## src/rtl/scan_decoder_if.sv

```systemverilog
// Bundle of control inputs and registered decode outputs for scan_decoder.
// Latency: none; signal container only.
// Backpressure: none; the decoder accepts control inputs on every clock.
interface scan_decoder_if #(
    parameter int N = 3
);
    localparam int OUTS = 2 ** N;

    logic            en;
    logic            mode;
    logic            load;
    logic [N-1:0]    x;
    logic [OUTS-1:0] D;
    logic [N-1:0]    idx;
    logic            wrap;

    // Controller side: drives the select and mode, observes the decode.
    modport master (
        output en,
        output mode,
        output load,
        output x,
        input  D,
        input  idx,
        input  wrap
    );

    // Decoder side.
    modport slave (
        input  en,
        input  mode,
        input  load,
        input  x,
        output D,
        output idx,
        output wrap
    );
endinterface

```

## src/rtl/scan_decoder.sv

```systemverilog
// N-to-2^N one-hot decoder with enable, plus an auto-scan sequencer (dwell/blank).
// Latency: one clock from any input change to D/idx/wrap; all outputs registered.
// Backpressure: none; the decoder accepts control inputs on every clock.
module scan_decoder #(
    parameter int N     = 3,
    parameter int DWELL = 4,
    parameter int BLANK = 1
) (
    input  logic          clk,
    input  logic          rst_n,
    scan_decoder_if.slave bus
);
    localparam int OUTS = 2 ** N;

    // The counter must reach both DWELL-1 and BLANK-1, and is never narrower than one bit.
    localparam int CMAX = (DWELL > BLANK) ? ((DWELL > 2) ? DWELL : 2)
                                          : ((BLANK > 2) ? BLANK : 2);
    localparam int CW   = $clog2(CMAX);

    localparam logic [CW-1:0] DWELL_LAST = CW'(DWELL - 1);
    // With no blanking, the GAP state is unreachable; its terminal count is a don't-care.
    localparam logic [CW-1:0] GAP_LAST   = (BLANK > 0) ? CW'(BLANK - 1) : '0;
    localparam bit            HAS_GAP    = (BLANK > 0);

    typedef enum logic [1:0] {
        IDLE = 2'd0,
        MAN  = 2'd1,
        SCAN = 2'd2,
        GAP  = 2'd3
    } state_t;

    state_t          state;
    logic [OUTS-1:0] d_q;
    logic [N-1:0]    idx_q;
    logic            wrap_q;
    logic [CW-1:0]   cnt;

    // Next scan index wraps naturally in N bits, i.e. modulo OUTS.
    logic [N-1:0] idx_inc;
    logic         idx_last;

    assign idx_inc  = idx_q + N'(1);
    assign idx_last = (idx_q == {N{1'b1}});

    function automatic logic [OUTS-1:0] onehot(input logic [N-1:0] sel);
        logic [OUTS-1:0] v;
        v      = '0;
        v[sel] = 1'b1;
        return v;
    endfunction

    // Sequencer: priority is reset, enable, mode, load, then dwell/gap sequencing.
    always_ff @(posedge clk) begin
        if (!rst_n) begin
            state  <= IDLE;
            d_q    <= '0;
            idx_q  <= '0;
            wrap_q <= 1'b0;
            cnt    <= '0;
        end else if (!bus.en) begin
            // Blank everything but keep idx so a later scan resumes where it stopped.
            state  <= IDLE;
            d_q    <= '0;
            wrap_q <= 1'b0;
            cnt    <= '0;
        end else if (!bus.mode) begin
            // Manual decode; any scan position is discarded.
            state  <= MAN;
            idx_q  <= bus.x;
            d_q    <= onehot(bus.x);
            wrap_q <= 1'b0;
            cnt    <= '0;
        end else begin
            case (state)
                IDLE, MAN: begin
                    // Entering auto mode resumes at the held index; load is not honoured here.
                    state  <= SCAN;
                    d_q    <= onehot(idx_q);
                    wrap_q <= 1'b0;
                    cnt    <= '0;
                end
                SCAN, GAP: begin
                    if (bus.load) begin
                        // Jump and restart the dwell; a jump to 0 is not a wrap.
                        state  <= SCAN;
                        idx_q  <= bus.x;
                        d_q    <= onehot(bus.x);
                        wrap_q <= 1'b0;
                        cnt    <= '0;
                    end else if (state == SCAN) begin
                        if (cnt == DWELL_LAST) begin
                            if (HAS_GAP) begin
                                state  <= GAP;
                                d_q    <= '0;
                                wrap_q <= 1'b0;
                                cnt    <= '0;
                            end else begin
                                state  <= SCAN;
                                idx_q  <= idx_inc;
                                d_q    <= onehot(idx_inc);
                                wrap_q <= idx_last;
                                cnt    <= '0;
                            end
                        end else begin
                            wrap_q <= 1'b0;
                            cnt    <= cnt + CW'(1);
                        end
                    end else begin
                        if (cnt == GAP_LAST) begin
                            state  <= SCAN;
                            idx_q  <= idx_inc;
                            d_q    <= onehot(idx_inc);
                            wrap_q <= idx_last;
                            cnt    <= '0;
                        end else begin
                            wrap_q <= 1'b0;
                            cnt    <= cnt + CW'(1);
                        end
                    end
                end
                default: begin
                    state  <= IDLE;
                    d_q    <= '0;
                    wrap_q <= 1'b0;
                    cnt    <= '0;
                end
            endcase
        end
    end

    assign bus.D    = d_q;
    assign bus.idx  = idx_q;
    assign bus.wrap = wrap_q;

endmodule

```

## src/flat_wrapper.sv

```systemverilog
// flat-port wrapper written by rule: the top's interface ports become plain ports
module scan_decoder_flat 
#(
    parameter int N     = 3,
    parameter int DWELL = 4,
    parameter int BLANK = 1
)
  (clk, rst_n, bus_en, bus_mode, bus_load, bus_x, bus_D, bus_idx, bus_wrap);
  scan_decoder_if #(.N(N)) bus_i ();
  input  logic clk;
  input  logic rst_n;
  input wire logic [$bits(bus_i.en)-1:0] bus_en;
  input wire logic [$bits(bus_i.mode)-1:0] bus_mode;
  input wire logic [$bits(bus_i.load)-1:0] bus_load;
  input wire logic [$bits(bus_i.x)-1:0] bus_x;
  output wire logic [$bits(bus_i.D)-1:0] bus_D;
  output wire logic [$bits(bus_i.idx)-1:0] bus_idx;
  output wire logic [$bits(bus_i.wrap)-1:0] bus_wrap;
  assign bus_i.en = bus_en;
  assign bus_i.mode = bus_mode;
  assign bus_i.load = bus_load;
  assign bus_i.x = bus_x;
  assign bus_D = bus_i.D;
  assign bus_idx = bus_i.idx;
  assign bus_wrap = bus_i.wrap;
  scan_decoder #(.N(N), .DWELL(DWELL), .BLANK(BLANK)) u_core (.clk(clk), .rst_n(rst_n), .bus(bus_i));
endmodule
```

## config.mk

```make
export PLATFORM = sky130hd
export DESIGN_NAME = scan_decoder_flat
export DESIGN_NICKNAME = d
export VERILOG_FILES = /design/src/rtl/scan_decoder_if.sv /design/src/rtl/scan_decoder.sv /design/src/flat_wrapper.sv
export SDC_FILE = /design/constraint.sdc
export NUM_CORES = 1
export LEC_CHECK = 0
export CAP_MARGIN = 20
export CORE_MARGIN = 1.5
export CORE_UTILIZATION = 53
export DETAILED_ROUTE_END_ITERATION = 6
export HOLD_SLACK_MARGIN = 0.05
export PLACE_DENSITY = 0.87
export SLEW_MARGIN = 30
export SYNTH_ARGS = -nofsm -noshare
export SYNTH_HDL_FRONTEND = slang
export SYNTH_SLANG_ARGS = --single-unit
```

## constraint.sdc

```tcl
create_clock -name clk -period 4.9 [get_ports clk]
set_clock_uncertainty 0.2 [all_clocks]
set_input_delay 0.98 -clock clk [delete_from_list [all_inputs] [get_ports clk]]
set_output_delay 0.98 -clock clk [all_outputs]
set_load 0.1 [all_outputs]
```

# Word level (Yosys, flattened, before mapping)
# Cells that the tools add are included.
word_totals:
  register_bits: 16
  word_cells: 70
  input_bits: 8
  output_inout_bits: 12
classes:
  n_lt_le_gt_ge: 6
  reduce_logical: 12
  addsub: 2
  mux: 32
  n_eq_ne: 12
ops:
  columns: ["cell", "n"]
  rows:
  - ["8-bit two-way mux", 5]
  - ["2-bit two-way mux", 8]
  - ["8-bit one-hot mux with 2 select lines", 1]
  - ["3-bit two-way mux", 5]
  - ["3-bit by 4-bit less-than comparator with 1-bit output, second input constant", 3]
  - ["1-bit demux with 3-bit select", 3]
  - ["3-bit by 1-bit >= comparator with 1-bit output, second input constant", 3]
  - ["2-bit one-hot mux with 2 select lines", 2]
  - ["1-bit two-way mux", 7]
  - ["2-bit == test, second input constant", 3]
  - ["2-bit AND reduction", 3]
  - ["5-bit by 3-bit != test with 1-bit output, second input constant", 1]
  - ["5-bit != test, second input constant", 1]
  - ["2-bit logical NOT", 2]
  - ["4-bit by 2-bit != test with 1-bit output, second input constant", 1]
  - ["4-bit != test, second input constant", 1]
  - ["4-bit AND reduction", 1]
  - ["2-bit OR reduction", 2]
  - ["3-bit by 1-bit adder with 3-bit output, second input constant", 1]
  - ["3-bit == test, second input constant", 1]
  - ["1-bit logical AND", 3]
  - ["3-bit by 1-bit != test with 1-bit output, second input constant", 1]
  - ["3-bit != test, second input constant", 1]
  - ["3-bit AND reduction", 1]
  - ["other kinds (4)", 4]

# Logic depth before layout (Yosys ltp)
logic_depth:
  word_depth: 10
  mapped_depth: 7
  mapped_depth_nobuf: 6

# Worst setup path before layout
# No wires, ideal clock.
synth_timing:
  kind: "register to register"
  start: "register u_core.idx_q[1], in the netlist u_core.bus.idx[1]"
  end: "register u_core.d_q[3], in the netlist u_core.bus.D[3]"
  synth_period_minus_slack_ns: 2.294
  path_buffers: 0
  arrival_ns: 2.023
  path_stages_with_launch: 6
  setup_ns: 0.071
  setup_slack_ns: 2.606
  required_ns: 4.629
  path_cell_list: "dfxtp_1 ha_1 ha_1 and3b_1 a32oi_1 a21oi_1"
synth_between:
  elab_chain_len: 10
  elab_cells_between_ends: 16
  classes_between: "add/sub: 1; order compare: 4; mux: 9; reduce/logical: 2"
synth_lines:
  columns: ["element", "line_no", "text"]
  rows:
  - ["from (decl)", "scan_decoder.sv:34", "logic [N-1:0] idx_q;"]
  - ["from (signal assigned)", "scan_decoder.sv:69", "idx_q <= bus.x;"]
  - ["from (signal assigned)", "scan_decoder.sv:86", "idx_q <= bus.x;"]
  - ["from (signal assigned)", "scan_decoder.sv:99", "idx_q <= idx_inc;"]
  - ["3-bit by 1-bit adder with 3-bit output", "scan_decoder.sv:42", "assign idx_inc = idx_q + N'(1);"]
  - ["3-bit by 4-bit less-than comparator with 1-bit output or 3-bit by 1-bit >= comparator with 1-bit output (tied branches)", null, null]
  - ["1-bit logical AND", null, null]
  - ["1-bit two-way mux (implied by the code)", "scan_decoder.sv:48", "v[sel] = 1'b1;"]
  - ["1-bit demux with 3-bit select", null, null]
  - ["8-bit two-way mux", "scan_decoder.sv:109", "if (cnt == GAP_LAST) begin"]
  - ["8-bit two-way mux", "scan_decoder.sv:90", "end else if (state == SCAN) begin"]
  - ["8-bit two-way mux", "scan_decoder.sv:83", "if (bus.load) begin"]
  - ["8-bit one-hot mux with 2 select lines *", "scan_decoder.sv:74", "case (state)"]
  - ["8-bit two-way mux *", "scan_decoder.sv:66", "end else if (!bus.mode) begin"]
  - ["to (signal assigned)", "scan_decoder.sv:70", "d_q <= onehot(bus.x);"]
  - ["to (signal assigned)", "scan_decoder.sv:78", "d_q <= onehot(idx_q);"]
  - ["to (signal assigned)", "scan_decoder.sv:87", "d_q <= onehot(bus.x);"]
  - ["to (decl)", "scan_decoder.sv:33", "logic [OUTS-1:0] d_q;"]
# Every way passes the cells marked *; elsewhere a longest branch is shown, timed or not. The select of a mux whose other input is x is not followed.
# A chain may end at the register's enable or synchronous reset.

# Worst setup path in the final report
layout_timing:
  start: "register u_core.idx_q[0], in the netlist u_core.bus.idx[0]"
  end: "output bus_idx[0]"
layout_rtl:
  columns: ["element", "line_no", "text"]
  rows:
  - ["to (decl)", "flat_wrapper.sv:17", "output wire logic [$bits(bus_i.idx)-1:0] bus_idx;"]
# No word-level cell between the ends.

==> run summary <==
Top delay family on crit path - buffers and inverters
io pins - 20
required time worst endpoint - 3720 ps
max-capacitance violation count - 0
leading cell types by total area after synthesis - dfxtp_1 (33%), ha_1 (7.7%), o21ai_0 (4.6%)
Hold Violations, Final - 0
buffers inserted during post-CTS setup optimization - 0
detailed-router iteration count before antenna repair - 4
Avg Inst Size Synth - 8.75 um2
share of the synthesized area in the top cell type - 33.0%
number of instances in the synthesized netlist - 111
type of the worst min-delay path - reg2reg
largest area contributor in the synthesized netlist - dfxtp_1
Die Wd - 45.8 um
met3 layer usage reported by global route - 3.57%
final core occ - 68.6%
wire length of the first global-routing pass - 3640 um
maximum number of pins on one net before global-route repair - 17
final layout net count - 144
share of flip-flops with an asynchronous set or reset after synthesis - 0%
post-route standard cell area excluding fillers - 0.00118 mm2
wire length after detailed routing - 2210 um
least setup slack across all paths after layout - 1650 ps
pins over their slew limit - 0
pwr dens - 240 mW/mm2
count of cell types in the netlist - 39
worst vdd rail ir drop - 198 uV
via count of the first global-routing pass - 803
Least-Margin Pin Slew - 986 ps
Fmax - 308 MHz
net count after synthesis - 125
quantity of hold-fixing buffers added after cts - 0
Placement Setup Slack - 1970 ps
Arrival @ worst endpoint - 2070 ps
result of the run - complete, no violations
placer's final routability congestion estimate - 0.947
depth of the CTS H-tree - 1
fraction of met1 tracks used by global routing - 30.1%
antenna diode count - 0
DRC - 0
antenna-violating nets left - 0
filler-free cell count of the finished design - 153
Worst setup SP type - flop
post-DR vias/cell - 5.98
overall die height - 45.8 um
Clk Latency, worst-skew pair - 290 ps
setup repair after global routing missed its margin - false
Post-synth EDFFs - 0
Post-Syn Area - 971 um2
period utilization - 66.3%
CTS tree - built
floorplan die area - 0.00210 mm2
count of routing violations after the opening detailed-route iteration - 35
cell at the slowest stage of the critical path - clkdlybuf4s50_1
type of the setup path with the least slack - reg2out
critical path endpoint category - output port
clock buffers created by TritonCTS - 3
number of synthesized register bits - 16
critical-path maximum fanout - 11
CTS root buf - clkbuf_4
cell area reported after detailed placement - 0.00116 mm2
cells along the critical path - clkdlybuf4s50_1
LEAKAGE - 0.000455 uW
core outline area - 0.00173 mm2
number of buffer cells added on primary ports - 19
Synthesis Warnings - 0
half-perimeter wire length after placement - 1690 um
met2 usage - 40.3%
number of buffers between clock root and the deepest sink - 2
worst path bufs/invs - 1
prevailing post-synth register cell - dfxtp_1
CTS clk-pin slew, worst paths - 90 ps
share of cells above drive strength 1 - 7.81%
post_cts resized - 0
Inst Count DP - 150
worst slew slack as a fraction of its limit - 34.1%
row count - 15
shortest clock period the worst path allows after layout - 3250 ps
area added between synthesis and finish - 21.9%
Sink Count - 16
overflow left after global routing - 0
portion of the post-synthesis area used by sequential elements - 33.0%
global-route layer with the greatest usage - met2
wire length per cell after detailed routing - 14.5 um
global-route usage over all layers - 24.0%
starting density of the core - 56.2%
Vias - 915
Final Setup Violations - 0
longest individual stage delay on the worst path - 1220 ps
number of antenna violations at the first check in global routing - 0
sum of negative setup slack - 0 ps
-- registers in the layout, summed over array words and instances, names as in the netlist --
| signal | cells |
|---|---|
| u_core.bus.idx | 3 |
| u_core.bus.wrap | 1 |
| u_core.state | 2 |
| u_core.bus.D | 8 |
| u_core.cnt | 2 |
-- per-stage QoR --
step | hold slack [ps] | power (uW)
after floorplan | 322 | 196
final | 345 | 284
after global placement | 329 | 216
after detailed placement | 329 | 217
after global routing | 389 | 298
after CTS | 350 | 286
-- layout make-up --
cell class | count | area, um2
clock buffer | 3 | 22.5
timing repair buffer | 19 | 190
multi-input combinational | 84 | 597
tap | 25 | 31.3
sequential | 16 | 320
inverter | 6 | 22.5
fill | 150 | 543
-- cells in the final DEF (no fill, tap or decap) --
master	count
a221oi_4	1
and3b_1	1
and3_2	1
a21boi_1	1
nor2b_1	2
nand2_1	10
mux2i_1	2
inv_1	5
nor2_1	3
o211a_1	3
dfxtp_1	16
nand4_1	5
nor4_2	1
nand4b_1	2
nor2b_4	1
clkdlybuf4s50_1	19
nor3b_1	1
ha_1	6
and3_1	3
nand2b_1	1
a221oi_1	2
o21ai_0	9
a32oi_1	1
and4_1	2
or3_1	1
o211ai_1	1
nor2b_2	1
a31oi_1	7
nor3b_2	1
nand3_1	2
a21oi_1	8
a22oi_1	1
a21boi_0	1
and2_1	2
clkbuf_4	3
o21a_1	1
inv_2	1
-- synthesized netlist by cell type (3+ instances only) --
cell and n:
dfxtp_1 16, nand2_1 10, o21ai_0 9, a21oi_1 8
a31oi_1 7, ha_1 6, inv_1 5, nand4_1 5
and3_1 3, nor2_1 3, o211a_1 3
-- final timing paths --
path / start / end / slack (ps) / cells after the start
setup / recovery: u_core.bus.idx[0]$_SDFFE_PN0P_ / bus_idx[0] / 1650 / 1
hold / removal: u_core.bus.D[2]$_SDFFE_PN0P_ / u_core.bus.D[2]$_SDFFE_PN0P_ / 350 / 2
setup reg to reg: u_core.bus.idx[0]$_SDFFE_PN0P_ / u_core.bus.D[2]$_SDFFE_PN0P_ / 3080 / 5
hold reg to reg: u_core.bus.D[2]$_SDFFE_PN0P_ / u_core.bus.D[2]$_SDFFE_PN0P_ / 350 / 2
-- power breakdown --
group	switching, uW	internal (uW)	leakage [uW]
sequential	5.68	134	0.000130
combinational	49.8	24.6	0.000311
clock	40.9	28.6	0.0000138
-- cell families after synthesis --
group                    after synthesis  synth area share (%)
AO/OA/AOI/OAI                         36                  25.6
buffers and inverters                 11                  5.54
flip-flops                            16                  33.0
adder cells (fa/ha/maj)                6                  7.73
multiplexers                           2                  2.06
AND/OR/NAND/NOR                       40                  26.0
-- worst register-to-register path: stages (launching register included) --
cell and delay (ps):
dfxtp_1 550, ha_1 240, ha_1 260, and3b_1 250
a22oi_1 90, a21oi_1 160
-- metal layers --
metal,routed length (um),vias up,part of all wire (%)
li1,-,452,-
met1,964,411,44
met2,1020,42,46
met3,144,10,6.5
met4,78,0,3.5
met5,0,-,0
Note: power is estimated with default switching activity, not from simulation.
